## src/rtl/hwpe_stream_sink_sequencer_pkg.sv

```systemverilog
// hwpe_stream_sink_sequencer_pkg: sink control-plane types and sequencer state encoding
package hwpe_stream_sink_sequencer_pkg;

    typedef struct packed {
        logic [31:0] base_addr;
        logic [31:0] trans_size;
        logic [15:0] line_stride;
        logic [15:0] line_length;
        logic [15:0] feat_stride;
        logic [15:0] feat_length;
        logic [15:0] feat_roll;
        logic [15:0] loop_outer;
        logic        realign_type;
        logic [7:0]  step;
    } ctrl_addressgen_t;

    typedef struct packed {
        logic             req_start;
        ctrl_addressgen_t addressgen_ctrl;
    } ctrl_sourcesink_t;

    typedef struct packed {
        logic ready_start;
        logic done;
    } flags_sourcesink_t;

    typedef enum logic [1:0] {SEQ_IDLE, SEQ_START, SEQ_WAIT} state_sinkseq_t;

endpackage

```

## src/rtl/hwpe_stream_sink_sequencer_job_fifo.sv

```systemverilog
// hwpe_stream_job_fifo: depth-N register FIFO with occupancy count and synchronous clear
module hwpe_stream_job_fifo #(
    parameter type         T     = logic,
    parameter int unsigned DEPTH = 4
) (
    input  logic                   clk_i,
    input  logic                   rst_ni,
    input  logic                   clear_i,
    input  logic                   push_i,
    input  logic                   pop_i,
    input  T                       data_i,
    output T                       data_o,
    output logic                   full_o,
    output logic                   empty_o,
    output logic [$clog2(DEPTH):0] count_o
);
    localparam int unsigned AW = $clog2(DEPTH);

    T               mem [DEPTH];
    logic [AW-1:0]  wr_ptr, rd_ptr;
    logic           do_push, do_pop;

    assign full_o  = count_o == (AW+1)'(DEPTH);
    assign empty_o = count_o == '0;
    assign do_push = push_i & ~full_o;
    assign do_pop  = pop_i & ~empty_o;
    assign data_o  = mem[rd_ptr];

    // pointers wrap naturally because DEPTH is a power of two
    always_ff @(posedge clk_i or negedge rst_ni) begin
        if (!rst_ni) begin
            wr_ptr  <= '0;
            rd_ptr  <= '0;
            count_o <= '0;
        end else if (clear_i) begin
            wr_ptr  <= '0;
            rd_ptr  <= '0;
            count_o <= '0;
        end else begin
            wr_ptr  <= wr_ptr + AW'(do_push);
            rd_ptr  <= rd_ptr + AW'(do_pop);
            count_o <= count_o + (AW+1)'(do_push) - (AW+1)'(do_pop);
        end
    end

    always_ff @(posedge clk_i) begin
        if (do_push) mem[wr_ptr] <= data_i;
    end

endmodule

```

## src/rtl/hwpe_stream_sink_sequencer.sv

```systemverilog
// hwpe_stream_sink_sequencer: queues address-generator jobs and launches them back-to-back on one sink
module hwpe_stream_sink_sequencer
    import hwpe_stream_sink_sequencer_pkg::*;
#(
    parameter int unsigned JOB_FIFO_DEPTH = 4,
    parameter int unsigned CNT_WIDTH      = 16,
    parameter int unsigned TIMEOUT_CYCLES = 0
) (
    input  logic                                  clk_i,
    input  logic                                  rst_ni,
    input  logic                                  clear_i,
    input  logic                                  job_valid_i,
    output logic                                  job_ready_o,
    input  logic [$bits(ctrl_addressgen_t)-1:0]   job_i,
    output logic [$bits(ctrl_sourcesink_t)-1:0]   ctrl_o,
    input  logic [$bits(flags_sourcesink_t)-1:0]  flags_i,
    output logic                                  busy_o,
    output logic [$clog2(JOB_FIFO_DEPTH):0]       pending_o,
    output logic                                  done_evt_o,
    output logic [CNT_WIDTH-1:0]                  jobs_done_o,
    output logic                                  error_o
);
    localparam int unsigned WD_W    = TIMEOUT_CYCLES > 1 ? $clog2(TIMEOUT_CYCLES) : 1;
    localparam int unsigned TO_LAST = TIMEOUT_CYCLES > 0 ? TIMEOUT_CYCLES - 1 : 0;

    state_sinkseq_t    state_q, state_d;
    ctrl_addressgen_t  head, cur_job;
    flags_sourcesink_t flags;
    logic              full, empty, pop, launch, finish, timeout;
    logic [WD_W-1:0]   wdog_q;

    assign flags       = flags_i;
    assign job_ready_o = ~full;
    assign busy_o      = (state_q != SEQ_IDLE) | ~empty;
    assign ctrl_o      = ctrl_sourcesink_t'{req_start: state_q == SEQ_START, addressgen_ctrl: cur_job};

    hwpe_stream_job_fifo #(
        .T     (ctrl_addressgen_t),
        .DEPTH (JOB_FIFO_DEPTH)
    ) i_job_fifo (
        .clk_i   (clk_i),
        .rst_ni  (rst_ni),
        .clear_i (clear_i),
        .push_i  (job_valid_i),
        .pop_i   (pop),
        .data_i  (job_i),
        .data_o  (head),
        .full_o  (full),
        .empty_o (empty),
        .count_o (pending_o)
    );

    always_ff @(posedge clk_i or negedge rst_ni) begin
        if (!rst_ni)      state_q <= SEQ_IDLE;
        else if (clear_i) state_q <= SEQ_IDLE;
        else              state_q <= state_d;
    end

    always_comb begin
        state_d = state_q;
        pop     = 1'b0;
        launch  = 1'b0;
        finish  = 1'b0;
        timeout = 1'b0;
        case (state_q)
            SEQ_IDLE: begin
                // empty jobs retire without ever touching the sink
                if (!empty && head.trans_size == '0) begin
                    pop    = 1'b1;
                    finish = 1'b1;
                end else if (!empty && flags.ready_start) begin
                    pop     = 1'b1;
                    launch  = 1'b1;
                    state_d = SEQ_START;
                end
            end
            SEQ_START: state_d = SEQ_WAIT;
            SEQ_WAIT: begin
                if (flags.done) begin
                    finish  = 1'b1;
                    state_d = SEQ_IDLE;
                end else if (TIMEOUT_CYCLES != 0 && wdog_q == WD_W'(TO_LAST)) begin
                    timeout = 1'b1;
                    state_d = SEQ_IDLE;
                end
            end
            default: state_d = SEQ_IDLE;
        endcase
    end

    always_ff @(posedge clk_i or negedge rst_ni) begin
        if (!rst_ni) begin
            cur_job     <= '0;
            wdog_q      <= '0;
            done_evt_o  <= 1'b0;
            jobs_done_o <= '0;
            error_o     <= 1'b0;
        end else if (clear_i) begin
            cur_job     <= '0;
            wdog_q      <= '0;
            done_evt_o  <= 1'b0;
            jobs_done_o <= '0;
            error_o     <= 1'b0;
        end else begin
            if (launch) cur_job <= head;
            wdog_q      <= state_q == SEQ_WAIT ? wdog_q + 1'b1 : '0;
            done_evt_o  <= finish;
            jobs_done_o <= jobs_done_o + CNT_WIDTH'(finish);
            if (timeout) error_o <= 1'b1;
        end
    end

endmodule

```

## config.mk

```make
export PLATFORM = sky130hd
export DESIGN_NAME = hwpe_stream_sink_sequencer
export DESIGN_NICKNAME = d
export VERILOG_FILES = /design/src/rtl/hwpe_stream_sink_sequencer_pkg.sv /design/src/rtl/hwpe_stream_sink_sequencer_job_fifo.sv /design/src/rtl/hwpe_stream_sink_sequencer.sv
export SDC_FILE = /design/constraint.sdc
export NUM_CORES = 1
export LEC_CHECK = 0
export BUFFER_PORTS_ARGS = -buffer_cell sky130_fd_sc_hd__buf_2
export CAP_MARGIN = 20
export CORE_MARGIN = 4
export CORE_UTILIZATION = 35
export DETAILED_ROUTE_END_ITERATION = 16
export SLEW_MARGIN = 20
export SYNTH_ARGS = -nofsm -noshare
export SYNTH_HDL_FRONTEND = slang
export SYNTH_HIERARCHICAL = 1
export SYNTH_SLANG_ARGS = --single-unit
```

## constraint.sdc

```tcl
create_clock -name clk_i -period 21.7 [get_ports clk_i]
set_input_delay 0 -clock clk_i [delete_from_list [all_inputs] [get_ports clk_i]]
set_output_delay 0 -clock clk_i [all_outputs]
set_load 0.005 [all_outputs]
```

==> reports/results.ini, run 1 <==
[yosys]
synth_fp_nets=2507
synth-async-reset-ratio_pct=22.39
synth_ff_type=edfxtp_1
syn_area_um2=37040
synth_edf_count=676
ys_seq_area_share_pct=67.98
ys_warn_count=6
yosysUniqueCellTypes=44
syn_avg_cell_area_um2=15.93
syn_inst=2325
yosys_register_bits=871

[finish]
seq_area_um2=25190
final_nets=2968
multi_input_area_um2=10860
nFillCells=9440
area_growth_pct=21.55
drive_gt1_share_pct=29.26
utilization_pct=42.83

[die]
start_util_pct=35.23
die_area_um2=111100
num_rows=119
die_w_um=333.3
die_h_um=333.3
coreArea_um2=105100
io_pins=368

[clock_tree]
clkLatencyLatePin_ns=0.68
cts-buffers-inserted=95
cts_tree=done
root_buffer=clkbuf_16
clock_path_buffers=3
numClockSinks=871
path_clk_slew_ns=0.06
cts_max_level=3

[routing]
vias_per_cell=5.625
vias=24012
drt_first_pass_iters=8
postRouteAntennaNets=0
drc=0
wl_um=108700
avgRoutedWirePerCell_um=25.45
drtIter0Drc=2189

[job]
drv_cap=0

[critical_path]
path_depth=8
crit_start=i_job_fifo/rd_ptr[0]$_DFF_PN0_
endpoint_kind=flop
arrival_ns=5.27
r2r-end=ctrl_o[39]$_DFFE_PN0P_
crit_chain=buf_6 > mux4_2 > nor4_1 > nand4_1 > buf_4 > buf_4 > o21ai_0 > nand3_1
critPathBufInv=3
critical-path-max-stage-delay_ns=0.65
r2r_slack_ns=16.94
cp-endpoint=ctrl_o[39]$_DFFE_PN0P_
worst-setup-path-type=reg2reg
cp_top_family=buffers and inverters
rr_startpoint=i_job_fifo/rd_ptr[0]$_DFF_PN0_
startpoint_type=flop
critPathSlowestCell=nand4_1
crit_path_frequent_cell=buf_4
crit_fanout=83
required_ns=22.21
ff2ff_path_depth=8

[global_routing]
grt_pass1_wl_um=164000
overflow=0
grt_pass1_vias=25532
grt.total_usage_pct=19.21
antenna_found_initial=14
grt_max_degree=200

[power]
cellPowerDensity_nw_per_um2=110.6
vdd_drop_max_mv=0.09258
p_leak_nw=16.61

[timing]
slew_viol_final=0
hold_viol=0
setup_viol=0
setup_tns_ns=0
fin_skew_ns=0.03343
fin_crit_ns=4.761
tightest_slew_ns=1.191
period_share_pct=21.94
slew_headroom_pct=20.60
fmax_mhz=210.0
rsz0062_at_grt=false

[place]
portBuffers=366
place.gp.congestion=0.7882
hpwl_um=59840

[worst_hold_path]
hold_class=in2async

[outcome]
status=finished clean

-- report_power, final --
group	switching [mW]	internal, mW
Combinational	0.643	0.480
Clock	0.692	0.969
Sequential	0.117	2.08
-- per-stage QoR --
stage               instances  instance area [um2]  total power [mW]  hold WS, ns  setup slack [ns]
finish                   4269                45020             4.977      0.01584             16.94
detailed placement       3906                39980             3.335       0.1679             16.66
floorplan                2325                37040             2.945      -0.2956             2.717
global placement         3906                39980             3.305       0.1578             16.75
CTS                      4257                44950             5.045     0.008857             16.63
global route             4265                45010             5.209      0.04286             16.61
-- cell families (layout without fill, tap and decap cells) --
| kind of cell | count (synthesis) | count (layout) | synth area share [%] |
|---|---|---|---|
| multiplexers | 170 | 170 | 10.31 |
| AND/OR/NAND/NOR | 725 | 725 | 11.20 |
| XOR/XNOR | 14 | 14 | 0.3682 |
| other | 1 | 12 | 0.01013 |
| adder cells (fa/ha/maj) | 7 | 7 | 0.2567 |
| AO/OA/AOI/OAI | 316 | 316 | 6.976 |
| buffers and inverters | 221 | 763 | 2.895 |
| flip-flops | 871 | 871 | 67.98 |
-- cell usage after synthesis, drive strengths merged, types with 3 or more instances --
| cell | number | share of area [%] |
|---|---|---|
| ha | 6 | 0.20 |
| a211oi | 3 | 0.061 |
| and4 | 3 | 0.071 |
| a21oi | 7 | 0.095 |
| a311o | 29 | 0.78 |
| and3 | 139 | 2.3 |
| clkbuf | 149 | 1.5 |
| a22oi | 137 | 4.1 |
| inv | 5 | 0.051 |
| edfxtp | 676 | 55 |
| nor4 | 34 | 0.57 |
| or4 | 3 | 0.061 |
| nor2b | 145 | 2.4 |
| buf | 66 | 1.3 |
| nor3 | 5 | 0.068 |
| nand3 | 145 | 2.0 |
| or3 | 3 | 0.051 |
| dfrtp | 195 | 13 |
| mux4 | 169 | 10 |
| nor2 | 56 | 0.57 |
| nand2 | 39 | 0.40 |
| nand4 | 143 | 2.4 |
| xnor2 | 7 | 0.17 |
| o21ai | 138 | 1.9 |
| xor2 | 6 | 0.14 |
-- metal layers --
layer	global-route usage [%]	up-vias	share of wire, %
met4	7.634	6	3.5
met5	0	-	0.038
met1	24.77	12543	41
met3	3.399	223	6.3
li1	-	10242	-
met2	32.37	998	50
-- final cells by class --
type,instances,area share (%)
Sequential cell,871,55.95
Multi-Input combinational cell,1233,24.13
Timing Repair Buffer,579,8.744
Clock buffer,110,5.495
Tap cell,1391,3.866
Clock inverter,68,1.693
Inverter,6,0.06115
Antenna cell,11,0.06115
-- how the worst min path moves through the flow --
| stage | start | end |
|---|---|---|
| final | rst_ni | ctrl_o[118]$_DFFE_PN0P_ |
| after global routing | job_i[111] | i_job_fifo/mem[2][111]$_DFFE_PP_ |
| after CTS | job_i[115] | i_job_fifo/mem[1][115]$_DFFE_PP_ |
| after detailed placement | rst_ni | ctrl_o[119]$_DFFE_PN0P_ |
| after global placement | rst_ni | ctrl_o[119]$_DFFE_PN0P_ |
| after floorplan | rst_ni | ctrl_o[0]$_DFFE_PN0P_ |
-- flip-flops by register name (all words and copies together) (netlist names) --
| register | flops |
|---|---|
| state_q | 2 |
| i_job_fifo/count_o | 3 |
| ctrl_o | 169 |
| i_job_fifo/mem | 676 |
| jobs_done_o | 16 |
| i_job_fifo/wr_ptr | 2 |
| i_job_fifo/rd_ptr | 2 |
| done_evt_o | 1 |
-- cells in the final DEF (no fill, tap or decap), types with 95 or more instances in the layout --
cell / instances
edfxtp_1: 676
buf_2: 364
dfrtp_1: 193
dlygate4sd3_1: 173
mux4_2: 169
nor2b_1: 145
nand3_1: 144
nand4_1: 143
and3_1: 138
o21ai_0: 138
a22oi_2: 100
clkbuf_16: 95
-- timing repair --
item | in CTS | in global routing
buffers inserted | 0 | 0
hold buffers | 173 | 0
gates resized for setup | 0 | 0
endpoints found under the setup margin | 0 | 0
endpoints found under the hold margin | 825 | 0
Note: power is estimated with default switching activity, not from simulation.
==> run 2: changes to the inputs <==
- ABC_AREA: default -> 1
- clock period: 21.7 -> 4.6 ns (I/O delays scaled with it)
==> run 2 against run 1 <==
Net effect: first-iteration DRC count down 23%; area after synthesis down 4.7%; total power rose to 4.4 times the previous value; sequential share of layout area up 2.7 points; synthesized cell count up 27%; combinational power rose to 4.0 times the previous value; cell count up 13%; clock power rose to 4.5 times the previous value; count of clock-buffer cells in the layout up 32; design area down 4.6%; utilization up 0.080 points; critical path type unchanged; largest power group unchanged.
==> reports/results.ini, run 2 <==
[outcome]
status=finished clean

[finish]
fin_area_um2=42970  ; -4.6%
largest-register=i_job_fifo/mem
utilization_pct=42.91  ; +0.080 points
multi_input_area_um2=7548  ; -31%
largest_reg_flops=676  ; unchanged
mostFrequentLayoutCells=676 x edfxtp_1, 549 x nand2_1, 377 x inv_1, 365 x buf_2, 193 x dfrtp_1
seq_area_um2=25190  ; unchanged
nFillCells=9277  ; -1.7%
final_common_cell=edfxtp_1
area_growth_pct=21.69
drive_gt1_share_pct=15.95  ; -13 points
final_nets=3614  ; +22%

[routing]
vias_per_cell=4.962  ; -12%
avgRoutedWirePerCell_um=18.61  ; -27%
postRouteAntennaNets=0  ; unchanged
vias=23891  ; -0.50%
wl_um=89610  ; -18%
drt_first_pass_iters=7  ; -1
drtIter0Drc=1691  ; -23%
drc=0  ; unchanged

[yosys]
ys_warn_count=6  ; unchanged
syn_area_um2=35310  ; -4.7%
synth_most_common_cell=edfxtp_1
synth_top_area_share_pct=57.49  ; +2.7 points
synth_common_cells=676 x edfxtp_1, 549 x nand2_1, 377 x inv_1, 195 x dfrtp_1, 181 x nand3_1
yosys_register_bits=871  ; unchanged
synth_fp_nets=3142  ; +25%
synth-async-reset-ratio_pct=22.39  ; unchanged
yosysTopAreaCell=edfxtp_1
synth_edf_count=676  ; unchanged
syn_avg_cell_area_um2=11.93  ; -25%
syn_inst=2960  ; +27%
ys_top_cells_by_area=edfxtp_1 57%, dfrtp_1 14%, nand2_1 5.8%, inv_1 4.0%, o211ai_1 3.6%
ys_seq_area_share_pct=71.31  ; +3.3 points
synth_ff_type=edfxtp_1
yosysUniqueCellTypes=29  ; -34%

[place]
hpwl_um=51130  ; -15%
portBuffers=366  ; unchanged
placed_cell_area_um2=38110  ; -4.7%
place.gp.congestion=0.7599  ; -3.6%

[critical_path]
worst-setup-path-type=reg2reg
crit_fanout=52  ; -37%
arrival_ns=4.40  ; -0.87 ns
r2r_slack_ns=0.73  ; -16.20 ns
required_ns=5.14  ; -17.07 ns
endpoint_kind=flop
ff2ff_path_depth=20  ; +12
startpoint_type=flop

[die]
die_h_um=325.6  ; -2.3%
die_area_um2=106000  ; -4.6%
coreArea_um2=100100  ; -4.7%
die_w_um=325.6  ; -2.3%
start_util_pct=35.26  ; about the same
io_pins=368  ; unchanged
num_rows=116  ; -2.5%

[timing]
period_share_pct=84.04  ; +62 points
slew_headroom_pct=27.42  ; +6.8 points
tightest_slew_ns=1.089  ; -0.1023 ns
fin_skew_ns=0.03334  ; -0.00008750 ns
setup_tns_ns=0  ; unchanged
setup_viol=0  ; unchanged
hold-worst-slack_ns=0.08391  ; +0.06807 ns
hold_viol=0  ; unchanged
rsz0062_at_grt=false
slew_viol_final=0  ; unchanged
fmax_mhz=258.7  ; +23%
fin_crit_ns=3.866  ; -0.8953 ns

[clock_tree]
cts-buffers-inserted=94  ; -1.1%
clock_path_buffers=3  ; unchanged
cts_resized=0  ; unchanged
clkLatencyLatePin_ns=0.67  ; about the same
path_clk_slew_ns=0.06  ; about the same
cts_max_level=3  ; unchanged
root_buffer=clkbuf_16
numClockSinks=871  ; unchanged
cts_tree=done

[power]
p_switching_mw=6.641  ; +360%
swShare_pct=30.17  ; +1.0 points
seqPwrFrac_pct=46.0  ; +1.9 points
vdd_drop_max_mv=0.3977  ; +330%
power_frac_clock_pct=33.8  ; +0.4 points
cellPowerDensity_nw_per_um2=512.2  ; +360%
p_comb_share_pct=20.2  ; -2.4 points
p_leak_nw=17.88  ; +7.6%
intPower_mw=15.37  ; +340%

[global_routing]
antenna_found_initial=8  ; -6
grt_pass1_wl_um=138600  ; -15%
overflow=0  ; unchanged
grt_pass1_vias=23484  ; -8.0%
grt.total_usage_pct=16.63  ; -2.6 points
grt_max_degree=233  ; +17%

[job]
drv_cap=0  ; unchanged

[worst_hold_path]
hold_class=in2reg
min_path_cells=2

-- run 2: cell types whose count changed in the layout (fill, tap and decap cells not counted), sizes merged, moves of 32 or more --
cell / change
nand3: +36
and3: -137
nor4: -34
a22oi: -137
o21ai: +39
o211ai: +169
clkbuf: +32
mux4: -169
inv: +374
nand2: +510
nor2b: -145
a21oi: +173
-- run 2: routing by layer --
layer | track usage [%] | routed length (um)
met3 | 2.891 | 4771
met2 | 28.60 | 44360
met4 | 5.074 | 1781
met5 | 0 | 41
met1 | 21.56 | 38660
-- run 2: logic make-up (layout without fill, tap and decap cells) --
| family | Yosys count | in the layout | synth area share, % |
|---|---|---|---|
| AND/OR/NAND/NOR | 961 | 961 | 12.12 |
| flip-flops | 871 | 871 | 71.31 |
| other | 1 | 6 | 0.01062 |
| adder cells (fa/ha/maj) | 7 | 7 | 0.2693 |
| buffers and inverters | 586 | 1138 | 7.455 |
| XOR/XNOR | 3 | 3 | 0.07443 |
| AO/OA/AOI/OAI | 531 | 531 | 8.767 |
-- run 2: critical path, stage by stage (launching register included) --
cell,delay [ns]
dfrtp_4,0.79
buf_4,0.42
a21oi_1,0.11
o21ai_1,0.11
nand2_1,0.08
nor2_1,0.13
nand2_1,0.09
inv_1,0.06
nand2_1,0.04
nor2_1,0.19
nand4_1,0.29
nand2_1,0.14
inv_1,0.05
nor2_1,0.14
ha_1,0.25
inv_1,0.06
ha_1,0.13
inv_1,0.05
fa_1,0.40
a21oi_1,0.12
nor2_1,0.06
-- run 2: worst paths after layout --
| kind | start | endpoint |
|---|---|---|
| worst max-delay path | i_job_fifo/rd_ptr[0]$_DFF_PN0_ | i_job_fifo/count_o[2]$_DFF_PN0_ |
| worst min-delay path | job_i[150] | i_job_fifo/mem[3][150]$_DFFE_PP_ |
| worst max register to register | i_job_fifo/rd_ptr[0]$_DFF_PN0_ | i_job_fifo/count_o[2]$_DFF_PN0_ |
| worst min register to register | ctrl_o[81]$_DFFE_PN0P_ | ctrl_o[81]$_DFFE_PN0P_ |
| max in group asynchronous | rst_ni | ctrl_o[68]$_DFFE_PN0P_ |
| min in group asynchronous | rst_ni | ctrl_o[154]$_DFFE_PN0P_ |
-- run 2: cell type report --
type / count / area share, %
sequential: 871 / 58.62
multi-input combinational: 1503 / 17.57
timing repair buffer: 582 / 9.499
clock buffer: 142 / 6.395
tap: 1298 / 3.780
inverter: 380 / 3.354
clock inverter: 34 / 0.7600
antenna: 5 / 0.02912
-- run 2: through the flow --
stage | instances | setup slack, ns | power (mW)
global placement | 4459 | 0.7782 | 14.59
floorplan | 2960 | -0.9891 | 13.15
detailed placement | 4459 | 0.7837 | 14.66
CTS | 4810 | 0.7480 | 22.31
global route | 4814 | 0.2921 | 23.21
finish | 4815 | 0.7340 | 22.01
-- run 2: power groups by stage --
stage	Combinational, mW	Clock, mW	Sequential (mW)
6_report	4.46	7.43	10.1
5_1_grt	5.02	7.97	10.2
4_1_cts	4.54	7.65	10.1
3_5_place_dp	4.40	0	10.3
3_3_place_gp	4.34	0	10.3
2_1_floorplan	2.88	0	10.3
-- run 2: repair_timing --
action | 4_1_cts | 5_1_grt
buffers inserted | 0 | 0
hold buffers | 175 | 0
hold endpoints to repair | 890 | 0
